==> config.mk <==
export PLATFORM = sky130hd
export DESIGN_NAME = convol_frame_ctrl_flat
export DESIGN_NICKNAME = d
export VERILOG_FILES = /design/src/rtl/convol_frame_ctrl_pkg.sv /design/src/rtl/convol_frame_ctrl_if.sv /design/src/rtl/convol_frame_ctrl_coeff_bank.sv /design/src/rtl/convol_frame_ctrl.sv /design/src/flat_wrapper.sv
export SDC_FILE = /design/constraint.sdc
export NUM_CORES = 1
export LEC_CHECK = 0
export CAP_MARGIN = 20
export CORE_MARGIN = 10
export CORE_UTILIZATION = 40
export CTS_CLUSTER_SIZE = 20
export DETAILED_ROUTE_END_ITERATION = 10
export GPL_TIMING_DRIVEN = 0
export PLACE_DENSITY = 0.66
export SYNTH_ARGS = -nofsm -noshare
export SYNTH_HDL_FRONTEND = slang
export SYNTH_SLANG_ARGS = --single-unit
==> constraint.sdc <==
create_clock -name clk -period 15.45 [get_ports clk]
set_input_delay 1.545 -clock clk [delete_from_list [all_inputs] [get_ports clk]]
set_output_delay 1.545 -clock clk [all_outputs]
set_load 0.03 [all_outputs]
==> src/rtl/convol_frame_ctrl_pkg.sv <==
// -----------------------------------------------------------------------------
// convol_frame_ctrl_pkg
// Shared constants and types for the convolution frame controller:
//   CONVOL_* default widths/tap count, coeff_t coefficient bank type,
//   ctrl_state_t frame sequencer states.
// -----------------------------------------------------------------------------
package convol_frame_ctrl_pkg;

    localparam int CONVOL_NUM_TAPS    = 8;
    localparam int CONVOL_COEFF_WIDTH = 16;
    localparam int CONVOL_DATA_WIDTH  = 16;
    localparam int CONVOL_LEN_WIDTH   = 16;

    typedef logic [CONVOL_COEFF_WIDTH-1:0] coeff_t [CONVOL_NUM_TAPS];

    typedef enum logic [2:0] {
        IDLE,
        RUN,
        FLUSH,
        DRAIN,
        DONE
    } ctrl_state_t;

endpackage

==> src/rtl/convol_frame_ctrl_if.sv <==
// -----------------------------------------------------------------------------
// convol_frame_ctrl_if
// Bundles the controller's config port, sample stream, kernel drive/return
// and status signals.
//   master : the environment side (drives cfg/start/stream/kernel valid)
//   slave  : the controller side (drives s_ready, kernel outputs, status)
// -----------------------------------------------------------------------------
interface convol_frame_ctrl_if
    import convol_frame_ctrl_pkg::*;
#(
    parameter int DATA_WIDTH  = CONVOL_DATA_WIDTH,
    parameter int COEFF_WIDTH = CONVOL_COEFF_WIDTH,
    parameter int NUM_TAPS    = CONVOL_NUM_TAPS,
    parameter int LEN_WIDTH   = CONVOL_LEN_WIDTH
);
    logic                         cfg_wr;
    logic [$clog2(NUM_TAPS)-1:0]  cfg_addr;
    logic [COEFF_WIDTH-1:0]       cfg_data;
    logic                         start;
    logic [LEN_WIDTH-1:0]         frame_len;
    logic [DATA_WIDTH-1:0]        s_data;
    logic                         s_valid;
    logic                         s_ready;
    logic [DATA_WIDTH-1:0]        kernel_input_data;
    logic                         kernel_enable;
    logic [COEFF_WIDTH-1:0]       kernel_coeff [NUM_TAPS];
    logic                         kernel_output_valid;
    logic                         busy;
    logic                         frame_done;
    logic [LEN_WIDTH-1:0]         out_count;

    modport master (
        output cfg_wr, cfg_addr, cfg_data, start, frame_len, s_data, s_valid,
               kernel_output_valid,
        input  s_ready, kernel_input_data, kernel_enable, kernel_coeff,
               busy, frame_done, out_count
    );

    modport slave (
        input  cfg_wr, cfg_addr, cfg_data, start, frame_len, s_data, s_valid,
               kernel_output_valid,
        output s_ready, kernel_input_data, kernel_enable, kernel_coeff,
               busy, frame_done, out_count
    );

endinterface

==> src/rtl/convol_frame_ctrl_coeff_bank.sv <==
// -----------------------------------------------------------------------------
// convol_frame_ctrl_coeff_bank
// Coefficient register file for the convolution kernel.
//   clk, reset : clock, asynchronous active-high reset (clears all taps)
//   i_idle     : controller is idle; writes are accepted only then
//   i_wr       : write strobe
//   i_addr     : tap index (indices >= NUM_TAPS are dropped)
//   i_data     : coefficient value
//   o_coeff    : current coefficient bank, updated the cycle after a write
// -----------------------------------------------------------------------------
module convol_frame_ctrl_coeff_bank
    import convol_frame_ctrl_pkg::*;
#(
    parameter int COEFF_WIDTH = CONVOL_COEFF_WIDTH,
    parameter int NUM_TAPS    = CONVOL_NUM_TAPS,
    parameter int ADDR_WIDTH  = $clog2(NUM_TAPS)
) (
    input  logic                   clk,
    input  logic                   reset,
    input  logic                   i_idle,
    input  logic                   i_wr,
    input  logic [ADDR_WIDTH-1:0]  i_addr,
    input  logic [COEFF_WIDTH-1:0] i_data,
    output logic [COEFF_WIDTH-1:0] o_coeff [NUM_TAPS]
);

    logic [COEFF_WIDTH-1:0] r_coeff [NUM_TAPS];
    logic                   w_wr_en;

    // Gating to idle keeps the bank frozen for the whole frame.
    assign w_wr_en = i_idle && i_wr && (32'(i_addr) < 32'(NUM_TAPS));

    always_ff @(posedge clk or posedge reset) begin
        if (reset) begin
            for (int i = 0; i < NUM_TAPS; i++) begin
                r_coeff[i] <= '0;
            end
        end else if (w_wr_en) begin
            r_coeff[i_addr] <= i_data;
        end
    end

    assign o_coeff = r_coeff;

endmodule

==> src/rtl/convol_frame_ctrl.sv <==
// -----------------------------------------------------------------------------
// convol_frame_ctrl
// Frame sequencer for the 1-D convolution kernel. Accepts a frame of samples
// on a valid/ready stream, drives the kernel one sample per cycle, appends
// NUM_TAPS-1 zero samples to flush the tail, counts kernel output valids and
// pulses frame_done once the expected number of outputs has been seen.
//   clk, reset : clock, asynchronous active-high reset
//   bus        : config port, sample stream, kernel drive/return, status
// All outputs are registered.
// -----------------------------------------------------------------------------
module convol_frame_ctrl
    import convol_frame_ctrl_pkg::*;
#(
    parameter int DATA_WIDTH  = CONVOL_DATA_WIDTH,
    parameter int COEFF_WIDTH = CONVOL_COEFF_WIDTH,
    parameter int NUM_TAPS    = CONVOL_NUM_TAPS,
    parameter int LEN_WIDTH   = CONVOL_LEN_WIDTH
) (
    input  logic                clk,
    input  logic                reset,
    convol_frame_ctrl_if.slave  bus
);

    localparam int FW = $clog2(NUM_TAPS);

    ctrl_state_t             r_state;
    ctrl_state_t             w_next_state;

    logic [LEN_WIDTH-1:0]    r_frame_len;
    logic [LEN_WIDTH:0]      r_exp_cnt;
    logic [LEN_WIDTH-1:0]    r_in_cnt;
    logic [FW-1:0]           r_flush_cnt;
    logic [LEN_WIDTH-1:0]    r_out_count;
    logic                    r_s_ready;
    logic [DATA_WIDTH-1:0]   r_kernel_data;
    logic                    r_kernel_enable;
    logic                    r_busy;
    logic                    r_frame_done;
    logic [COEFF_WIDTH-1:0]  w_coeff [NUM_TAPS];

    logic w_start_ok;
    logic w_accept;
    logic w_last_accept;
    logic w_flush_last;
    logic w_drained;

    convol_frame_ctrl_coeff_bank #(
        .COEFF_WIDTH (COEFF_WIDTH),
        .NUM_TAPS    (NUM_TAPS)
    ) u_coeff_bank (
        .clk     (clk),
        .reset   (reset),
        .i_idle  (r_state == IDLE),
        .i_wr    (bus.cfg_wr),
        .i_addr  (bus.cfg_addr),
        .i_data  (bus.cfg_data),
        .o_coeff (w_coeff)
    );

    always_ff @(posedge clk or posedge reset) begin
        if (reset) begin
            r_state <= IDLE;
        end else begin
            r_state <= w_next_state;
        end
    end

    always_comb begin
        w_next_state  = r_state;
        w_start_ok    = (r_state == IDLE) && bus.start;
        w_accept      = (r_state == RUN) && bus.s_valid && r_s_ready;
        w_last_accept = w_accept && ((r_in_cnt + LEN_WIDTH'(1)) == r_frame_len);
        w_flush_last  = (r_flush_cnt == FW'(NUM_TAPS - 2));
        w_drained     = ({1'b0, r_out_count} == r_exp_cnt);
        case (r_state)
            IDLE: begin
                if (bus.start) begin
                    w_next_state = (bus.frame_len == '0) ? DONE : RUN;
                end
            end
            RUN: begin
                if (w_last_accept) begin
                    w_next_state = FLUSH;
                end
            end
            FLUSH: begin
                if (w_flush_last) begin
                    w_next_state = DRAIN;
                end
            end
            DRAIN: begin
                if (w_drained) begin
                    w_next_state = DONE;
                end
            end
            DONE:    w_next_state = IDLE;
            default: w_next_state = IDLE;
        endcase
    end

    always_ff @(posedge clk or posedge reset) begin
        if (reset) begin
            r_frame_len     <= '0;
            r_exp_cnt       <= '0;
            r_in_cnt        <= '0;
            r_flush_cnt     <= '0;
            r_out_count     <= '0;
            r_s_ready       <= 1'b0;
            r_kernel_data   <= '0;
            r_kernel_enable <= 1'b0;
            r_busy          <= 1'b0;
            r_frame_done    <= 1'b0;
        end else begin
            // Ready/busy follow the next state so they line up with r_state.
            r_s_ready       <= (w_next_state == RUN);
            r_busy          <= (w_next_state != IDLE);
            r_frame_done    <= (r_state == DONE);
            // Stream gaps in RUN show up as enable gaps at the kernel.
            r_kernel_enable <= w_accept || (r_state == FLUSH);

            if (w_accept) begin
                r_kernel_data <= bus.s_data;
            end else if (r_state == FLUSH) begin
                r_kernel_data <= '0;
            end

            if (w_start_ok) begin
                r_frame_len <= bus.frame_len;
                r_exp_cnt   <= {1'b0, bus.frame_len} + (LEN_WIDTH+1)'(NUM_TAPS - 1);
                r_in_cnt    <= '0;
                r_flush_cnt <= '0;
            end else begin
                if (w_accept) begin
                    r_in_cnt <= r_in_cnt + LEN_WIDTH'(1);
                end
                if (r_state == FLUSH) begin
                    r_flush_cnt <= r_flush_cnt + FW'(1);
                end
            end

            // Kernel latency overlaps RUN/FLUSH, so count in every busy state.
            if (w_start_ok) begin
                r_out_count <= '0;
            end else if ((r_state != IDLE) && bus.kernel_output_valid &&
                         (r_out_count != '1)) begin
                r_out_count <= r_out_count + LEN_WIDTH'(1);
            end
        end
    end

    assign bus.s_ready           = r_s_ready;
    assign bus.kernel_input_data = r_kernel_data;
    assign bus.kernel_enable     = r_kernel_enable;
    assign bus.kernel_coeff      = w_coeff;
    assign bus.busy              = r_busy;
    assign bus.frame_done        = r_frame_done;
    assign bus.out_count         = r_out_count;

endmodule
==> src/flat_wrapper.sv <==
// flat-port wrapper written by rule: the top's interface ports become plain ports
module convol_frame_ctrl_flat import convol_frame_ctrl_pkg::*;
#(
    parameter int DATA_WIDTH  = CONVOL_DATA_WIDTH,
    parameter int COEFF_WIDTH = CONVOL_COEFF_WIDTH,
    parameter int NUM_TAPS    = CONVOL_NUM_TAPS,
    parameter int LEN_WIDTH   = CONVOL_LEN_WIDTH
)
  (clk, reset, bus_cfg_wr, bus_cfg_addr, bus_cfg_data, bus_start, bus_frame_len, bus_s_data, bus_s_valid, bus_kernel_output_valid, bus_s_ready, bus_kernel_input_data, bus_kernel_enable, bus_kernel_coeff, bus_busy, bus_frame_done, bus_out_count);
  convol_frame_ctrl_if #(.DATA_WIDTH(DATA_WIDTH), .COEFF_WIDTH(COEFF_WIDTH), .NUM_TAPS(NUM_TAPS), .LEN_WIDTH(LEN_WIDTH)) bus_i ();
  input  logic clk;
  input  logic reset;
  input wire logic [$bits(bus_i.cfg_wr)-1:0] bus_cfg_wr;
  input wire logic [$bits(bus_i.cfg_addr)-1:0] bus_cfg_addr;
  input wire logic [$bits(bus_i.cfg_data)-1:0] bus_cfg_data;
  input wire logic [$bits(bus_i.start)-1:0] bus_start;
  input wire logic [$bits(bus_i.frame_len)-1:0] bus_frame_len;
  input wire logic [$bits(bus_i.s_data)-1:0] bus_s_data;
  input wire logic [$bits(bus_i.s_valid)-1:0] bus_s_valid;
  input wire logic [$bits(bus_i.kernel_output_valid)-1:0] bus_kernel_output_valid;
  output wire logic [$bits(bus_i.s_ready)-1:0] bus_s_ready;
  output wire logic [$bits(bus_i.kernel_input_data)-1:0] bus_kernel_input_data;
  output wire logic [$bits(bus_i.kernel_enable)-1:0] bus_kernel_enable;
  output wire logic [$bits(bus_i.kernel_coeff)-1:0] bus_kernel_coeff;
  output wire logic [$bits(bus_i.busy)-1:0] bus_busy;
  output wire logic [$bits(bus_i.frame_done)-1:0] bus_frame_done;
  output wire logic [$bits(bus_i.out_count)-1:0] bus_out_count;
  assign bus_i.cfg_wr = bus_cfg_wr;
  assign bus_i.cfg_addr = bus_cfg_addr;
  assign bus_i.cfg_data = bus_cfg_data;
  assign bus_i.start = bus_start;
  assign bus_i.frame_len = bus_frame_len;
  assign bus_i.s_data = bus_s_data;
  assign bus_i.s_valid = bus_s_valid;
  assign bus_i.kernel_output_valid = bus_kernel_output_valid;
  assign bus_s_ready = bus_i.s_ready;
  assign bus_kernel_input_data = bus_i.kernel_input_data;
  assign bus_kernel_enable = bus_i.kernel_enable;
  assign bus_kernel_coeff = {>>{bus_i.kernel_coeff}};
  assign bus_busy = bus_i.busy;
  assign bus_frame_done = bus_i.frame_done;
  assign bus_out_count = bus_i.out_count;
  convol_frame_ctrl #(.DATA_WIDTH(DATA_WIDTH), .COEFF_WIDTH(COEFF_WIDTH), .NUM_TAPS(NUM_TAPS), .LEN_WIDTH(LEN_WIDTH)) u_core (.clk(clk), .reset(reset), .bus(bus_i));
endmodule
== Word-level counts from Yosys, hierarchy flattened ==
Index checks and enable logic that the tools add are counted.
Cells by class
  add/subtract/negate cells: 4
  magnitude comparators: 2
  eq/ne operators: 9
  multiplexer cells: 17
  bitwise logic cells: 1
  reductions and logical operators: 17
Operators by type and width (number)
  bitwise mux 128 bit: 1
  two-way mux 16 bit: 7
  demux 16 bit (select 3 bit): 1
  adder 16 x 1 -> 16 bit, second input constant: 2
  two-way mux 3 bit: 7
  adder 16 x 3 -> 17 bit, second input constant: 1
  == test 16 x 17 -> 1 bit: 1
  == test 16 bit: 1
  logical NOT 16 bit: 1
  inequality test 16 bit, second input constant: 1
  case mux 3 bit (4 select lines): 1
  logical AND 1 bit: 8
  nonzero test 2 bit: 4
  == test 3 x 1 -> 1 bit, second input constant: 2
  == test 3 x 2 -> 1 bit, second input constant: 2
  == test 3 bit, second input constant: 2
  nonzero test 3 bit: 2
  greater-or-equal comparator 4 bit, second input constant: 1
  less-than comparator 4 x 1 -> 1 bit, second input constant: 1
  NOT 3 -> 4 bit: 1
  adder 3 x 1 -> 3 bit, second input constant: 1
  logical NOT 3 bit: 1
  logical OR 1 bit: 1
Word-level totals
  bits in registers: 219
  input port bits: 57
  output and inout bits: 164
  logic and storage cells: 69

== Depth between registers and ports, before layout ==
  depth in word-level cells: 7
  mapped depth: 7
  gate-level depth less buffers: 7

== Modules after synthesis ==
A second synthesis with hierarchy kept.
Second synthesis, totals
  cells, all modules: 832
  area total of the unflattened synthesis: 9736.8 um^2
Modules (own cells, without submodules)
  convol_frame_ctrl_coeff_bank: instances 1, cells an instance 280, area each 4869.7 um^2, seq. area each 3203.1 um^2
  convol_frame_ctrl: instances 1, cells an instance 552, area each 4867.2 um^2, seq. area each 2277.2 um^2

== Least setup slack after synthesis ==
No wires, ideal clock.
  path type: input to register
  start: input port bus_cfg_addr[0]
  end: register u_core.u_coeff_bank.r_coeff, in the netlist u_core.u_coeff_bank.o_coeff[48]
  setup time: 125 ps
  data arrival time: 2814 ps
  required time: 15325 ps
  setup slack: 12511 ps
  stages on the path: 4
  path buffers: 1
  cell sequence: nand3b_1 -> nor3b_2 -> buf_2 -> mux2_2
On the way
  word-level cells in the longest chain between the ends: 6
  elaborated cells on any way between the ends: 7
  classes of those cells: order compare (2); mux (3); bitwise (1); reduce/logical (1)
Ends and longest elaborated chain
  from (decl): line flat_wrapper.sv:14  | input wire logic [$bits(bus_i.cfg_addr)-1:0] bus_cfg_addr;
  NOT 3 -> 4 bit (not written as such) *: line convol_frame_ctrl_coeff_bank.sv:39  | r_coeff[i_addr] <= i_data;
  greater-or-equal comparator 4 bit (not written as such) or less-than comparator 4 x 1 -> 1 bit (tied branches): line convol_frame_ctrl_coeff_bank.sv:39
  logical AND 1 bit (not written as such): line convol_frame_ctrl_coeff_bank.sv:39
  two-way mux 16 bit (not written as such): line convol_frame_ctrl_coeff_bank.sv:39
  demux 16 bit (select 3 bit) *: line convol_frame_ctrl_coeff_bank.sv:39
  bitwise mux 128 bit *: line convol_frame_ctrl_coeff_bank.sv:39
  to (signal, indexed assignment): line convol_frame_ctrl_coeff_bank.sv:39
  to (decl): line convol_frame_ctrl_coeff_bank.sv:27  | logic [COEFF_WIDTH-1:0] r_coeff [NUM_TAPS];
Every way passes the cells marked *; elsewhere a longest branch is shown, timed or not.
A chain may end at the register's enable or synchronous reset.

== Final worst setup path ==
  start: register u_core.r_out_count[3] (netlist: u_core.bus.out_count[3])
  end: output port bus_out_count[3]
RTL lines
  from (decl): line convol_frame_ctrl.sv:33  | logic [LEN_WIDTH-1:0] r_out_count;
  from (signal assigned): line convol_frame_ctrl.sv:146  | r_out_count <= r_out_count + LEN_WIDTH'(1);
  to (decl): line flat_wrapper.sv:27  | output wire logic [$bits(bus_i.out_count)-1:0] bus_out_count;
No word-level cell between the ends.

==> results.md <==
- Switching Share: 38.6%
- Final hold viol count: 0
- Internal: 0.00166 W
- Post-synth top area share: 57.2%
- Initial antenna violation count: 0
- RSZ-0062 raised after global routing: false
- Yosys Warn Count: 0
- Startpoint Class: register
- Largest family of logic cells by synthesized area: multiplexers
- Post-route DRC: 0
- Final #Nets: 1121
- Post-Synth XOR/XNOR Area: 6.12%
- Clock buffer depth: 3
- Max H-tree Level: 1
- Highest clock rate: 303 MHz
- Setup Skew: 11.7 ps
- Pleak: 5.76 nW
- Mapped Cells: 813
- Routed Antenna Nets: 0
- Cell Chain, Critical Path: clkdlybuf4s50_1
- Slowest CP cell: clkdlybuf4s50_1
- Hold WS: 494 ps
- Period utilization: 21.4%
- Clock-pin slew on the worst setup and hold paths: 60 ps
- Setup TNS Final: 0 ps
- Status: complete, no violations
- Sequential share of the synthesized area: 57.2%
- Post-cts sizing count: 0
- Synth unique cells: 53
- Post-synthesis compound-gate area fraction: 4.48%
- Sequential Power Share: 34.8%
- Mapped Nets: 875
- DR WL/cell: 19.1 um
- Global-route met2 utilization: 27.7%
- First-pass GRT wire length: 41900 um
- Final Max Slew Viols: 0
- Layout cell share with drive strength beyond 1: 18.1%
- Final Cell Area: 13000 um2
- Post-CTS setup repair buffer count: 0
- Largest net degree at the start of global routing: 121
- Die height: 175 um
- Mean Syn Cell Area: 11.8 um2
- Buf/Inv on CP: 1
- Clock root cell: clkbuf_16
- GR met1 Demand/Resource: 22.1%
- Hold WC Path Type: register to register
- Slew HR: 48.3%
- Total CTS buffers: 25
- Peak supply drop: 87.6 uV
- Initial Util: 40.7%
- Final setup vio count: 0
- Synth Area in Simple Gates: 14.1%
- Top-level port count: 221
- DP Wirelength: 19600 um
- Largest area contributor in the netlist: dfrtp_1
- Crit path max fanout: 6
- Routed vias: 7015
- Yosys reg bits: 219
- Antenna diode count: 0
- First drt pass iteration count: 5
- GR Layer Usage met3: 4.16%
- PortBufs: 218
- PD cells: 208 nW/um2
- Worst-margin pin slew: 776 ps
- Area growth syn-to-layout: 35.6%
- Vias in the first global route: 7106
- Routability cong.: 0.858
- Top cells by instance count after synthesis: dfrtp_1 (219), nand2_1 (131), mux2_2 (128), o21ai_0 (44), nor2_1 (38)
- Worst Setup End Kind: output pin
- Worst-Skew Late Latency: 520 ps
- Minimum clock period: 3300 ps
- Via density: 5.03
- EDFF count, synth: 0
- Routed WL: 26600 um
- Max-Cap Viols: 0
- Top Usage Layer GRT: met2
- CP peak stage delay: 760 ps
- Critical Path RT: 13910 ps
- Top-count cell post-synth: dfrtp_1
- FFs w/ async S/R, synth: 100%
- Full die area: 30500 um2
- Top cells by area, synth: dfrtp_1 (57%), mux2_2 (15%), nand2_1 (5.1%)
- Cell family with most CP delay: buffers and inverters
- Area after DPL: 12200 um2
- Top_reg_cell synth: dfrtp_1
- Rows: 56
- Worst EP arrival: 1760 ps
- Synth Area in Adders: 0.653%
- GRT Util Overall: 17.0%
- CTS tree: built
- Fillers: 2118
- DR iter-0 viols: 378
- Sw Pwr: 0.00104 W
- Clock sinks: 219
- Combinational power share: 44.3%
- Clock power share: 20.9%
- Die X-Extent: 175 um
- Mapped cell area: 9580 um2
- Post-synthesis mux area share: 15.3%
- Core area: 23500 um2
- Hold-fix buffers, CTS: 0
- Grt ovf: 0
- CP Class: register to output pin
-- cell families (layout without fill, tap and decap cells) --
| kind of cell | after synthesis | count (layout) |
|---|---|---|
| AOI/OAI and AO/OA | 74 | 74 |
| xor gates and xnor gates | 67 | 67 |
| adders and majority gates | 5 | 5 |
| buffers and inverters | 45 | 308 |
| DFF | 219 | 219 |
| muxes | 130 | 130 |
| and+or+nand+nor | 273 | 273 |
-- cell usage in the layout (no fill, tap or decap), types with 5 or more instances in the layout --
cell type        count
clkbuf_1            29
nand4_1              9
nand2_1            131
a21oi_1              7
o21ai_0             44
xor2_1              31
clkdlybuf4s50_1    218
and3_1               6
nor3_1              12
inv_1               10
nand3_1             34
dfrtp_1            219
nor2_1              38
ha_1                 5
o31ai_1              5
mux2_2             128
xnor2_1             36
nor4_1               8
clkbuf_8            10
clkbuf_16           25
-- state kept, by name, indices dropped and copies added (netlist names) --
signal	count
u_core.bus.frame_done	1
u_core.bus.kernel_enable	1
u_core.bus.out_count	16
u_core.u_coeff_bank.o_coeff	128
u_core.bus.busy	1
u_core.r_exp_cnt	17
u_core.bus.s_ready	1
u_core.r_frame_len	16
u_core.r_flush_cnt	3
u_core.bus.kernel_input_data	16
u_core.r_in_cnt	16
u_core.r_state	3
-- power by group through the flow --
| stage | Combinational, W | Clock, W | Sequential (W) |
|---|---|---|---|
| 3_3_place_gp | 0.00120 | 0 | 0.000943 |
| 3_5_place_dp | 0.00121 | 0 | 0.000951 |
| 6_report | 0.00120 | 0.000565 | 0.000942 |
| 2_1_floorplan | 0.000325 | 0 | 0.00130 |
| 4_1_cts | 0.00121 | 0.000582 | 0.000943 |
| 5_1_grt | 0.00127 | 0.000608 | 0.000975 |
-- cell type report --
| type | instances | area (um2) | share of cell area [%] |
|---|---|---|---|
| flip-flops and latches | 219 | 5480 | 42.2 |
| repair buffers | 219 | 2210 | 17.0 |
| inverters | 11 | 48.8 | 0.376 |
| well taps | 319 | 399 | 3.07 |
| multi-input cells | 549 | 3890 | 30.0 |
| clock buffers | 39 | 768 | 5.91 |
| clock inverters | 5 | 28.8 | 0.221 |
| plain buffers | 34 | 165 | 1.27 |
-- final timing paths --
check | start | to | slack [ps] | depth (start not counted)
max in group asynchronous | reset | u_core.u_coeff_bank.o_coeff[24]$_DFFE_PP0P_ | 12920 | 3
setup / recovery | u_core.bus.out_count[3]$_DFFE_PP0P_ | bus_out_count[3] | 12150 | 1
min in group asynchronous | reset | u_core.bus.kernel_input_data[6]$_DFFE_PP0P_ | 1520 | 2
hold reg to reg | u_core.r_frame_len[4]$_DFFE_PP0P_ | u_core.r_frame_len[4]$_DFFE_PP0P_ | 490 | 2
setup reg to reg | u_core.r_state[1]$_DFF_PP0_ | u_core.u_coeff_bank.o_coeff[51]$_DFFE_PP0P_ | 12650 | 5
hold / removal | u_core.r_frame_len[4]$_DFFE_PP0P_ | u_core.r_frame_len[4]$_DFFE_PP0P_ | 490 | 2
-- routing by layer --
layer	routed length (um)	share of wire (%)
met5	0	0
met4	637	2.4
met3	1540	5.8
met2	12700	48
met1	11800	44
-- through the flow --
| stage | util [%] | total power, W | setup WS, ps | instances |
|---|---|---|---|---|
| floorplan | - | 0.00162 | 7910 | 813 |
| global placement | 51.7 | 0.00214 | 4880 | 1350 |
| detailed placement | 51.8 | 0.00216 | 11640 | 1351 |
| CTS | 55.2 | 0.00274 | 12110 | 1395 |
| global route | 55.2 | 0.00285 | 12060 | 1395 |
| finish | 55.2 | 0.00270 | 12150 | 1395 |
Power figures use the tool's default switching activity.
